===== config.mk =====
export PLATFORM = sky130hd
export DESIGN_NAME = noc_credit_link_sink
export DESIGN_NICKNAME = d
export VERILOG_FILES = /design/src/rtl/noc_link_pkg.sv /design/src/rtl/noc_link_pipe.sv /design/src/rtl/noc_credit_link_sink.sv
export SDC_FILE = /design/constraint.sdc
export NUM_CORES = 1
export LEC_CHECK = 0
export CAP_MARGIN = 20
export CORE_MARGIN = 3
export CORE_UTILIZATION = 30
export DETAILED_ROUTE_END_ITERATION = 8
export GPL_TIMING_DRIVEN = 0
export MAX_ROUTING_LAYER = met4
export PLACE_DENSITY_LB_ADDON = 0.05
export RECOVER_POWER = 50
export SKIP_CTS_REPAIR_TIMING = 1
export SLEW_MARGIN = 25
export SYNTH_ARGS = -nofsm -noshare
export SYNTH_HDL_FRONTEND = slang
export SYNTH_SLANG_ARGS = --single-unit

===== constraint.sdc =====
create_clock -name clk -period 2.9 [get_ports clk]
set_clock_uncertainty 0.05 [all_clocks]
set_input_delay 0.87 -clock clk [delete_from_list [all_inputs] [get_ports clk]]
set_output_delay 0.87 -clock clk [all_outputs]
set_load 0.01 [all_outputs]

===== src/rtl/noc_link_pkg.sv =====
// Shared constants, helpers and the flit layout for the credit link sink.
package noc_link_pkg;

  localparam int MAX_NUM_PIPELINE = 4;
  localparam int DEF_FLIT_WIDTH   = 64;
  localparam int DEF_DEST_WIDTH   = 6;

  // Occupancy counter width: must hold the value BUFFER_DEPTH itself.
  function automatic int clog2_depth(input int depth);
    return $clog2(depth + 1);
  endfunction

  typedef struct packed {
    logic                      is_tail;
    logic [DEF_DEST_WIDTH-1:0] dest;
    logic [DEF_FLIT_WIDTH-1:0] data;
  } flit_t;

endpackage


===== src/rtl/noc_link_pipe.sv =====
// Register chain of STAGES flops; bit 0 optionally async-reset, the rest unreset.
module noc_link_pipe #(
  parameter int WIDTH     = 1,
  parameter int STAGES    = 0,
  parameter bit RESET_LSB = 1'b1
) (
  input  logic             clk,
  input  logic             rst,
  input  logic [WIDTH-1:0] d_i,
  output logic [WIDTH-1:0] q_o
);

  if (STAGES == 0) begin : g_wire
    logic unused_clk_rst;
    assign unused_clk_rst = clk ^ rst;
    assign q_o = d_i;
  end else begin : g_regs
    logic lsb_q [STAGES];

    if (RESET_LSB) begin : g_lsb_rst
      always_ff @(posedge clk or posedge rst) begin
        if (rst) begin
          lsb_q <= '{default: 1'b0};
        end else begin
          lsb_q[0] <= d_i[0];
          for (int i = 1; i < STAGES; i++) lsb_q[i] <= lsb_q[i-1];
        end
      end
    end else begin : g_lsb_plain
      logic unused_rst;
      assign unused_rst = rst;
      always_ff @(posedge clk) begin
        lsb_q[0] <= d_i[0];
        for (int i = 1; i < STAGES; i++) lsb_q[i] <= lsb_q[i-1];
      end
    end

    if (WIDTH > 1) begin : g_hi
      logic [WIDTH-1:1] hi_q [STAGES];
      always_ff @(posedge clk) begin
        hi_q[0] <= d_i[WIDTH-1:1];
        for (int i = 1; i < STAGES; i++) hi_q[i] <= hi_q[i-1];
      end
      assign q_o = {hi_q[STAGES-1], lsb_q[STAGES-1]};
    end else begin : g_lsb_only
      assign q_o[0] = lsb_q[STAGES-1];
    end
  end

endmodule


===== src/rtl/noc_credit_link_sink.sv =====
// Credit-based flit sink: retiming pipe, show-ahead FIFO, valid/ready output, credit return.
// Optional overflow flag and assertion under NOC_LINK_OVERFLOW_CHECK_EN.
module noc_credit_link_sink
  import noc_link_pkg::*;
#(
  parameter int FLIT_WIDTH   = 64,
  parameter int DEST_WIDTH   = 6,
  parameter int BUFFER_DEPTH = 4,
  parameter int NUM_PIPELINE = 0,
  parameter int CNT_WIDTH    = 16
) (
  input  logic                  clk,
  input  logic                  rst,
  input  logic [FLIT_WIDTH-1:0] data_in,
  input  logic [DEST_WIDTH-1:0] dest_in,
  input  logic                  is_tail_in,
  input  logic                  send_in,
  output logic                  credit_out,
  output logic                  out_valid,
  input  logic                  out_ready,
  output logic [FLIT_WIDTH-1:0] out_data,
  output logic [DEST_WIDTH-1:0] out_dest,
  output logic                  out_last,
  output logic [CNT_WIDTH-1:0]  pkt_count
`ifdef NOC_LINK_OVERFLOW_CHECK_EN
  , output logic                err_overflow
`endif
);

  if (BUFFER_DEPTH < 2 || NUM_PIPELINE < 0 || NUM_PIPELINE > MAX_NUM_PIPELINE) begin : g_bad_cfg
    $error("noc_credit_link_sink: unsupported BUFFER_DEPTH or NUM_PIPELINE");
  end

  localparam int OCC_W = clog2_depth(BUFFER_DEPTH);
  localparam int PTR_W = $clog2(BUFFER_DEPTH);
  localparam int FWD_W = FLIT_WIDTH + DEST_WIDTH + 2;
  localparam logic [PTR_W-1:0] LAST_IDX = PTR_W'(BUFFER_DEPTH - 1);
  localparam logic [OCC_W-1:0] FULL_CNT = OCC_W'(BUFFER_DEPTH);

  typedef struct packed {
    logic                  is_tail;
    logic [DEST_WIDTH-1:0] dest;
    logic [FLIT_WIDTH-1:0] data;
  } link_flit_t;

  logic [FWD_W-1:0] fwd_d, fwd_q;
  link_flit_t       push_flit, head;
  logic             push, pop, full, accept;

  assign fwd_d = {data_in, dest_in, is_tail_in, send_in};

  noc_link_pipe #(.WIDTH(FWD_W), .STAGES(NUM_PIPELINE), .RESET_LSB(1'b1)) u_fwd_pipe (
    .clk (clk),
    .rst (rst),
    .d_i (fwd_d),
    .q_o (fwd_q)
  );

  assign push              = fwd_q[0];
  assign push_flit.is_tail = fwd_q[1];
  assign push_flit.dest    = fwd_q[2 +: DEST_WIDTH];
  assign push_flit.data    = fwd_q[2 + DEST_WIDTH +: FLIT_WIDTH];

  link_flit_t           mem [BUFFER_DEPTH];
  logic [PTR_W-1:0]     rd_ptr_q, rd_ptr_d, wr_ptr_q, wr_ptr_d;
  logic [OCC_W-1:0]     count_q, count_d;
  logic [CNT_WIDTH-1:0] pkt_count_q, pkt_count_d;
  logic                 credit_q;

  // Explicit wrap so non-power-of-2 depths never index past the last entry.
  function automatic logic [PTR_W-1:0] ptr_inc(input logic [PTR_W-1:0] p);
    return (p == LAST_IDX) ? '0 : p + 1'b1;
  endfunction

  // Output handshake: a flit transfers on any cycle with out_valid & out_ready;
  // out_valid never drops and out_* never change until that transfer happens.
  assign head      = mem[rd_ptr_q];
  assign out_valid = (count_q != '0);
  assign full      = (count_q == FULL_CNT);
  assign pop       = out_valid & out_ready;
  assign accept    = push & (~full | pop);
  assign out_data  = head.data;
  assign out_dest  = head.dest;
  assign out_last  = out_valid & head.is_tail;
  assign pkt_count = pkt_count_q;

  always_comb begin
    rd_ptr_d    = rd_ptr_q;
    wr_ptr_d    = wr_ptr_q;
    count_d     = count_q;
    pkt_count_d = pkt_count_q;
    if (pop)    rd_ptr_d = ptr_inc(rd_ptr_q);
    if (accept) wr_ptr_d = ptr_inc(wr_ptr_q);
    case ({accept, pop})
      2'b10:   count_d = count_q + 1'b1;
      2'b01:   count_d = count_q - 1'b1;
      default: count_d = count_q;
    endcase
    if (pop && head.is_tail) pkt_count_d = pkt_count_q + 1'b1;
  end

  always_ff @(posedge clk or posedge rst) begin
    if (rst) begin
      rd_ptr_q    <= '0;
      wr_ptr_q    <= '0;
      count_q     <= '0;
      pkt_count_q <= '0;
      credit_q    <= 1'b0;
    end else begin
      rd_ptr_q    <= rd_ptr_d;
      wr_ptr_q    <= wr_ptr_d;
      count_q     <= count_d;
      pkt_count_q <= pkt_count_d;
      credit_q    <= pop;
    end
  end

  // When full, a push with a pop writes into the slot the pop frees (wr_ptr == rd_ptr).
  always_ff @(posedge clk) begin
    if (accept) mem[wr_ptr_q] <= push_flit;
  end

  noc_link_pipe #(.WIDTH(1), .STAGES(NUM_PIPELINE), .RESET_LSB(1'b1)) u_credit_pipe (
    .clk (clk),
    .rst (rst),
    .d_i (credit_q),
    .q_o (credit_out)
  );

`ifdef NOC_LINK_OVERFLOW_CHECK_EN
  logic drop;
  logic err_overflow_q;

  assign drop = push & full & ~pop;

  always_ff @(posedge clk or posedge rst) begin
    if (rst)       err_overflow_q <= 1'b0;
    else if (drop) err_overflow_q <= 1'b1;
  end

  assign err_overflow = err_overflow_q;

  a_no_overflow: assert property (@(posedge clk) disable iff (rst) !drop)
    else $error("noc_credit_link_sink: push while full, flit dropped");
`endif

endmodule

# --- Word level (Yosys, flattened, before mapping) ---
# Memories as Yosys holds them, arrays and structs flattened.
# Index checks and enable logic that the tools add are counted.
word_totals:
  mem_count: 1
  regBits: 24
  ramBits: 284
  in_bits: 75
  output_inout_bits: 89
mem_list:
  columns: ["name", "words", "width", "rd", "rd_clocked_by_memory_dff", "write_ports", "line", "text"]
  rows:
  - ["mem", 4, 71, 1, 0, 1, "noc_credit_link_sink.sv:64", "link_flit_t mem [BUFFER_DEPTH];"]
classes:
  reduce_logical: 3
  bitwise_logic: 5
  n_eq_ne: 5
  muxes: 5
  add_sub_neg: 5
ops:
  columns: ["operator", "count"]
  rows:
  - ["16-bit by 1-bit adder with 16-bit output (second input constant)", 1]
  - ["2-bit equality test (second input constant)", 3]
  - ["3-bit one-hot mux with 2 select lines", 1]
  - ["2-bit by 1-bit adder with 2-bit output (second input constant)", 2]
  - ["2-bit two-way mux", 2]
  - ["3-bit by 1-bit adder with 3-bit output (second input constant)", 1]
  - ["1-bit bitwise AND", 3]
  - ["3-bit equality test (second input constant)", 1]
  - ["3-bit nonzero test", 1]
  - ["3-bit by 1-bit subtractor with 3-bit output (second input constant)", 1]
  - ["2-bit by 1-bit equality test with 1-bit output (second input constant)", 1]
  - ["1-bit two-way mux", 2]
  - ["2-bit nonzero test", 1]
  - ["1-bit logical AND", 1]
  - ["1-bit NOT", 1]
  - ["1-bit OR", 1]

# --- Logic depth before layout (Yosys ltp) ---
# Gate-level depths: netlist of run 1.
depth:
  ltp_word: 6
  mapped_depth: 8

# --- Modules after synthesis ---
# Synthesis of run 1 repeated with hierarchy kept, for this count alone.
unflattened:
  hier_cells: 556
  hier_area_um2: 11969.0
by_module_without_submodules:
  columns: ["mod", "cells_per_inst", "seq_area_each_um2", "n_inst", "area_per_inst_um2"]
  rows:
  - ["noc_credit_link_sink", 483, 9128.8, 1, 11421.0]
  - ["noc_link_pipe at u_fwd_pipe", 72, 0.0, 1, 540.5]
  - ["noc_link_pipe at u_credit_pipe", 1, 0.0, 1, 7.5]

# --- Worst setup path before layout of run 1 ---
# No wires, ideal clock.
synth_timing:
  path_type: "input port to flip-flop"
  startpoint: "in send_in"
  endpoint: "mem mem[0][0] (netlist bit), enable pin"
  path_stages: 2
  path_buffers: 0
  setup_time_ps: 437
  t_arrival_ps: 2844
  slack_ps: -430
  required_time_ps: 2413
  path_cell_list: "o41a_1 -> and2_1"
synth_via:
  elab_chain_cells: 3
synth_rtl:
  columns: ["element", "line", "text"]
  rows:
  - ["from (decl)", "noc_credit_link_sink.sv:17", "input logic send_in,"]
  - ["1-bit bitwise AND", "noc_credit_link_sink.sv:81", "assign accept = push & (~full | pop);"]
  - ["1-bit two-way mux", "noc_credit_link_sink.sv:120", "if (accept) mem[wr_ptr_q] <= push_flit;"]
  - ["1-bit two-way mux (not written as such)", "noc_credit_link_sink.sv:120", null]
  - ["to (decl)", "noc_credit_link_sink.sv:64", null]
# No other way between the ends.

# --- Worst setup path after layout of run 1 ---
layout_timing:
  startpoint: "reg rd_ptr_q[0]"
  endpoint: "out out_data[19]"
layout_via:
  elab_chain_cells: 1
layout_rtl:
  columns: ["element", "line", "text"]
  rows:
  - ["from (decl)", "noc_credit_link_sink.sv:65", "logic [PTR_W-1:0] rd_ptr_q, rd_ptr_d, wr_ptr_q, wr_ptr_d;"]
  - ["from (signal assigned)", "noc_credit_link_sink.sv:110", "rd_ptr_q <= rd_ptr_d;"]
  - ["memory read 4 x 71 bit", null, null]
  - ["to (decl)", "noc_credit_link_sink.sv:21", "output logic [FLIT_WIDTH-1:0] out_data,"]
# No other way between the ends.

==> results of run 1 <==
[logic make-up (layout without fill, tap and decap cells)]
family	after synthesis	in the layout	synth area share [%]
AOI/OAI and AO/OA	7	7	0.581
adders and majority gates	7	7	0.833
muxes	72	72	14.1
buffers and inverters	25	273	1.04
DFF	308	308	79.9
other	0	8	0
and+or+nand+nor	47	47	2.22
xor gates and xnor gates	17	17	1.30
[through the flow]
step / instance area [µm²] / std cells
CTS: 14900 / 1221
detailed placement: 13900 / 1158
floorplan: 11400 / 483
global route: 15000 / 1242
global placement: 13700 / 1150
finish: 15000 / 1243
[sequential cells by signal, indices dropped and copies added, names as in the netlist]
name       flops
mem          284
pkt_count     16
count_q        3
rd_ptr_q       2
wr_ptr_q       2
credit_q       1
[layout by cell type (no fill, tap or decap), drive strengths merged]
cell and instances:
and4 1, nor3b 1, nor2 4, a21o 1, clkinv 13, ha 6, nor4 1, and3 2
xnor2 11, nand4 7, bufinv 1, inv 8, dlygate4sd3 73, a21bo 1, nand2 12, dlymetal6s2s 1
nand3 5, clkbuf 116, edfxtp 284, nor3 5, diode 8, dfrtp 24, mux4 71, nand2b 1
o21ai 2, o31ai 1, clkinvlp 2, and2 8, mux2i 1, fa 1, o41a 1, buf 40
a31oi 1, clkdlybuf4s50 19, xor2 6
[area by class of cell]
| cell class | count | area [µm²] |
|---|---|---|
| inverters | 8 | 30.0 |
| well taps | 504 | 631 |
| diodes | 8 | 20.0 |
| clock inverters | 16 | 103 |
| multi-input cells | 150 | 2170 |
| plain buffers | 17 | 235 |
| flip-flops and latches | 308 | 9130 |
| fillers | 3314 | 22000 |
| clock buffers | 47 | 963 |
| repair buffers | 185 | 1750 |
[power by group]
part	switching (W)	internal (W)	total (W)
registers	0.000218	0.00578	0.00599
clock network	0.00168	0.00242	0.00410
logic	0.00241	0.00246	0.00487
[worst register-to-register path, cell delays in order (launching register included)]
cell and delay (ns):
dfrtp_1 0.41, o31ai_1 0.69, inv_1 0.23, nand2b_1 0.17, fa_1 0.17, inv_1 0.05
nor3_1 0.15, a31oi_1 0.07, xnor2_1 0.16
[how the worst min path moves through the flow]
stage,endpoint,from,slack (ns)
3_5_place_dp,pkt_count[15]$_DFFE_PP0P_,pkt_count[15]$_DFFE_PP0P_,0.42
6_report,pkt_count[15]$_DFFE_PP0P_,pkt_count[15]$_DFFE_PP0P_,0.43
5_1_grt,pkt_count[15]$_DFFE_PP0P_,pkt_count[15]$_DFFE_PP0P_,0.47
3_3_place_gp,pkt_count[15]$_DFFE_PP0P_,pkt_count[15]$_DFFE_PP0P_,0.41
4_1_cts,pkt_count[15]$_DFFE_PP0P_,pkt_count[15]$_DFFE_PP0P_,0.43
2_1_floorplan,pkt_count[15]$_DFFE_PP0P_,pkt_count[15]$_DFFE_PP0P_,0.46
[metal layers]
layer | wire (µm) | share of wire (%) | track usage, % | vias to the layer above
li1 | - | - | - | 2490
met1 | 10300 | 41 | 15.0 | 2849
met2 | 12800 | 51 | 21.2 | 127
met3 | 1600 | 6.3 | 3.83 | 41
met4 | 593 | 2.4 | 4.64 | 0
met5 | 0 | 0 | - | -
==> key figures, run 1 <==
Layout
  – Utilization after layout: 40.6%
  – Final nets: 788
  – Layout area overhead: 31.6%
  – Layout cell share with drive strength beyond 1: 32.1%

Clocking
  – Longest Clk Path Bufs: 3
  – CTS tree: done
  – Worst-skew pair later-pin latency: 0.52 ns
  – Cts bufs inserted: 36
  – H-tree depth: 2
  – Reg clk slew, reported paths: 0.06 ns
  – Root Buffer: clkbuf_16
  – # clock sinks: 308

Drt
  – Via/cell ratio: 4.43
  – Vias after detailed routing: 5507
  – WL per Instance: 20.3 µm
  – Antenna-violating nets left: 0
  – # DRC: 0
  – Total wire length: 25.2 mm
  – Initial DRC Count: 216
  – 1st-pass router iterations: 6

STA
  – Final Slew Violations: 0
  – Final WS setup: -0.125 ns
  – Unrepaired setup endpoints after global routing: yes
  – Min Tclk post-route: 3.03 ns
  – Setup TNS: -2.28 ns
  – Final Hold Violating Endpoints: 0
  – WHS: 0.426 ns
  – Final setup viols: 61
  – Max-slew headroom: 34.5%
  – Least-Margin Pin Slew: 0.981 ns
  – Fin crit share: 104%
  – Maximum clock rate: 331 MHz

Pwr
  – Cell Pwr Density: 996 nW/µm²
  – Leakage: 5.15 nW
  – Total chip power: 0.0150 W
  – Peak VDD IR: 377 µV

Synthesis
  – Syn Std Cell Area: 11400 µm²
  – YS warnings: 0
  – Top_reg_cell synth: edfxtp_1
  – EDFF count, synth: 284
  – Commonest cells post-synth: edfxtp_1, mux4_2, dfrtp_1, nand2_1, xnor2_1
  – Post-synth ARST share: 7.79%
  – Unique cell type count in the Yosys netlist: 31
  – Post-Syn Nets: 565
  – Seq/Total Area, Yosys: 79.9%
  – Most numerous cell in the Yosys netlist: edfxtp_1
  – Area fraction of the dominant cell type after synthesis: 74.7%
  – Dominant cells by area after synthesis: edfxtp_1, mux4_2, dfrtp_1
  – Gate Count Post-Synth: 483
  – Post-synth top area cell: edfxtp_1
  – Post-synthesis register bit count: 308
  – Syn avg cell area: 23.6 µm²

Setup path
  – Worst Setup Start Kind: flop
  – Worst path buffer plus inverter count: 5
  – R2R depth: 8
  – CP top delay family: buffers and inverters
  – Kind of end point of the critical path: output port
  – Critical Path AT: 2.11 ns
  – CP max stage cell: mux4_2
  – Worst path required time: 1.98 ns
  – Worst stage delay on the critical path: 0.49 ns
  – Stages on worst setup path: 6
  – Worst path most repeated cell: buf_12
  – End point of the critical path: out_data[19]
  – FF-to-FF Start: count_q[2]$_DFFE_PP0P_
  – R2R Path End: count_q[2]$_DFFE_PP0P_
  – Crit path max fanout: 6
  – CP Cell Sequence: buf_6 -> buf_12 -> buf_12 -> clkbuf_16 -> mux4_2 -> clkbuf_2
  – Critical Path Start: rd_ptr_q[0]$_DFFE_PP0P_
  – Worst setup path class: reg2out
  – Internal reg-to-reg setup slack: 0.64 ns

Placed design
  – Pre-CTS setup slack: -0.414 ns
  – DP HPWL: 15.4 mm
  – Port Buffer Count: 163
  – Final GP Congestion: 0.700

Die
  – Die area: 40400 µm²
  – Die width: 201 µm
  – Placeable core area: 37000 µm²
  – Num rows: 70
  – IO Count: 164
  – Die span in y: 201 µm
  – Initial core utilization: 30.8%

Global routing
  – Grt ovf: 0
  – Initial antenna violation count: 8
  – Largest net degree at the start of global routing: 34
  – GRT Util Overall: 12.8%
  – Vias in the first global route: 6122
  – Global-route wire length before repair: 37.8 mm

Outcome
  – Outcome: finished with violations
  – Failing checks: negative setup slack

Hold path
  – Hold Path Class: reg2reg
  – Worst Hold Path Cells: 1

Job
  – Max_cap viols: 0
No activity file was read; power rests on OpenSTA's default activity.
==> run 2: changes to the inputs <==
- CORE_UTILIZATION: 30 -> 35
- SYNTH_HIERARCHICAL: unset -> 1
==> run 2 against run 1 <==
  * The run still ends with negative setup slack left
  * Synthesized cell count is 15% higher
  * Global-route usage up 0.71 points
  * Clock power is 3% higher
  * Non-clock buffer count increased by 3
  * Total power grew 0.96%
  * Final area shrank 2.9%
  * Largest cell class unchanged
==> key figures, run 2 <==
Outcome
  – Outcome: finished with violations
  – Failing checks: negative setup slack

Clocking
  – H-tree depth: 2
  – Cts bufs inserted: 36
  – Worst-skew pair later-pin latency: 0.50 ns
  – Reg clk slew, reported paths: 0.06 ns
  – CTS tree: done
  – Root Buffer: clkbuf_16
  – Longest Clk Path Bufs: 3
  – # clock sinks: 308

STA
  – Final Slew Violations: 0
  – Unrepaired setup endpoints after global routing: yes
  – Final setup viols: 69
  – Final WS setup: -0.0991 ns
  – Setup TNS: -3.33 ns
  – Final Hold Violating Endpoints: 0
  – Fin crit share: 103%
  – Least-Margin Pin Slew: 0.982 ns
  – Maximum clock rate: 333 MHz
  – Max-slew headroom: 34.4%
  – Min Tclk post-route: 3.00 ns
  – WHS: 0.437 ns

Drt
  – Total wire length: 24.6 mm
  – WL per Instance: 20.8 µm
  – Vias after detailed routing: 5519
  – # DRC: 0
  – Initial DRC Count: 309
  – Antenna-violating nets left: 0
  – 1st-pass router iterations: 4
  – Via/cell ratio: 4.67

Layout
  – Number of flip-flops in the largest register: 284
  – Post-route insts no fill: 1182
  – Layout cell share with drive strength beyond 1: 32.5%
  – Biggest register: mem
  – Utilization after layout: 43.4%
  – Commonest non-fill, non-tap cell in the layout: edfxtp_1
  – Filler cells: 2989
  – Layout area overhead: 22.0%
  – Most frequent cells in the layout: edfxtp_1, clkbuf_1, mux4_2
  – Final nets: 791

Global routing
  – Global-route wire length before repair: 35.9 mm
  – Initial antenna violation count: 2
  – Vias in the first global route: 6014
  – GRT Util Overall: 13.5%
  – Grt ovf: 0
  – Largest net degree at the start of global routing: 36

Setup path
  – CP top delay family: buffers and inverters
  – Worst Setup Start Kind: flop
  – Worst path buffer plus inverter count: 4
  – CP Cell Sequence: clkbuf_16 -> buf_4 -> buf_6 -> mux4_2 -> and2_4 -> buf_6
  – Worst path required time: 1.98 ns
  – Kind of end point of the critical path: output port
  – Worst path most repeated cell: buf_6
  – Worst stage delay on the critical path: 0.45 ns
  – Crit path max fanout: 5
  – CP max stage cell: dfrtp_2
  – Worst setup path class: reg2out
  – Critical Path AT: 2.08 ns
  – R2R depth: 8
  – Stages on worst setup path: 6

Pwr
  – Sw frac: 28.3%
  – Cell Pwr Density: 1030 nW/µm²
  – Switching power: 0.00427 W
  – Peak VDD IR: 451 µV
  – Cell-internal power: 0.0108 W
  – Sequential share of power: 39.7%
  – Power share of the clock group: 27.9%
  – Leakage: 5.00 nW
  – Comb pwr share: 32.3%

Synthesis
  – Gate Count Post-Synth: 556
  – Seq/Total Area, Yosys: 76.3%
  – Area fraction of the dominant cell type after synthesis: 71.3%
  – EDFF count, synth: 284
  – Most numerous cell in the Yosys netlist: edfxtp_1
  – Commonest cells post-synth: edfxtp_1, buf_4, mux4_2, dfrtp_1
  – Post-synth top area cell: edfxtp_1
  – Post-synth ARST share: 7.79%
  – Post-synthesis register bit count: 308
  – Unique cell type count in the Yosys netlist: 32
  – Top_reg_cell synth: edfxtp_1
  – Syn avg cell area: 21.5 µm²
  – YS warnings: 6
  – Syn Std Cell Area: 12000 µm²
  – Dominant cells by area after synthesis: edfxtp_1, mux4_2, dfrtp_1
  – Post-Syn Nets: 638

Die
  – Num rows: 67
  – Die width: 191 µm
  – Die span in y: 191 µm
  – Die area: 36500 µm²
  – Placeable core area: 33600 µm²
  – IO Count: 164
  – Initial core utilization: 35.6%

Job
  – Max_cap viols: 0

Hold path
  – Worst Hold Path Cells: 1
  – Hold Path Class: reg2reg

Placed design
  – Final GP Congestion: 0.719
  – Port Buffer Count: 91
  – Placed Cells: 1103
  – DP HPWL: 14.9 mm
-- run 2: cell count changes after synthesis --
cell	before	now
buf_4	0	73
-- run 2: metal layers --
layer  global-route usage, %  wire, µm
met3                    4.16      1770
met4                    3.98       574
met2                    22.3     12300
met1                    16.2     10000
met5                       -         0
-- run 2: area by class of cell --
class,count,area [µm²],area share [%]
clock inverters,17,154,1.05
flip-flops and latches,308,9130,62.5
plain buffers,90,517,3.54
clock buffers,44,952,6.52
well taps,448,561,3.84
repair buffers,115,1080,7.43
inverters,8,30.0,0.206
multi-input cells,150,2170,14.9
diodes,2,5.00,0.0343
-- run 2: stage by stage --
step | area [µm²] | power (W) | setup slack, ns
3_5_place_dp | 13600 | 0.0110 | -0.327
6_report | 14600 | 0.0151 | -0.0991
4_1_cts | 14700 | 0.0154 | -0.913
2_1_floorplan | 12000 | 0.00864 | 0.248
3_3_place_gp | 13400 | 0.0108 | -1.18
5_1_grt | 14600 | 0.0160 | -0.166
-- run 2: cell families (layout without fill, tap and decap cells) --
| family | count (synthesis) | after routing | share of synthesized area [%] |
|---|---|---|---|
| xor gates and xnor gates | 17 | 17 | 1.24 |
| buffers and inverters | 98 | 274 | 5.57 |
| and+or+nand+nor | 47 | 47 | 2.12 |
| other | 0 | 2 | 0 |
| DFF | 308 | 308 | 76.3 |
| muxes | 72 | 72 | 13.4 |
| AOI/OAI and AO/OA | 7 | 7 | 0.554 |
| adders and majority gates | 7 | 7 | 0.794 |
-- run 2: power by group through the flow --
| stage | Clock, W | Combinational (W) | Sequential, W |
|---|---|---|---|
| 4_1_cts | 0.00438 | 0.00497 | 0.00601 |
| 3_3_place_gp | 0 | 0.00472 | 0.00611 |
| 3_5_place_dp | 0 | 0.00494 | 0.00610 |
| 5_1_grt | 0.00457 | 0.00532 | 0.00606 |
| 6_report | 0.00422 | 0.00489 | 0.00600 |
| 2_1_floorplan | 0 | 0.00257 | 0.00606 |
-- run 2: path summary, 6_finish.rpt --
| check | end | slack [ns] | start |
|---|---|---|---|
| hold / removal | pkt_count[15]$_DFFE_PP0P_ | 0.44 | pkt_count[15]$_DFFE_PP0P_ |
| min in group asynchronous | pkt_count[14]$_DFFE_PP0P_ | 1.00 | rst |
| setup / recovery | out_last | -0.1 | rd_ptr_q[0]$_DFFE_PP0P_ |
| max in group asynchronous | rd_ptr_q[0]$_DFFE_PP0P_ | 1.14 | rst |
| hold reg to reg | pkt_count[15]$_DFFE_PP0P_ | 0.44 | pkt_count[15]$_DFFE_PP0P_ |
| setup reg to reg | count_q[2]$_DFFE_PP0P_ | 0.61 | count_q[0]$_DFFE_PP0P_ |
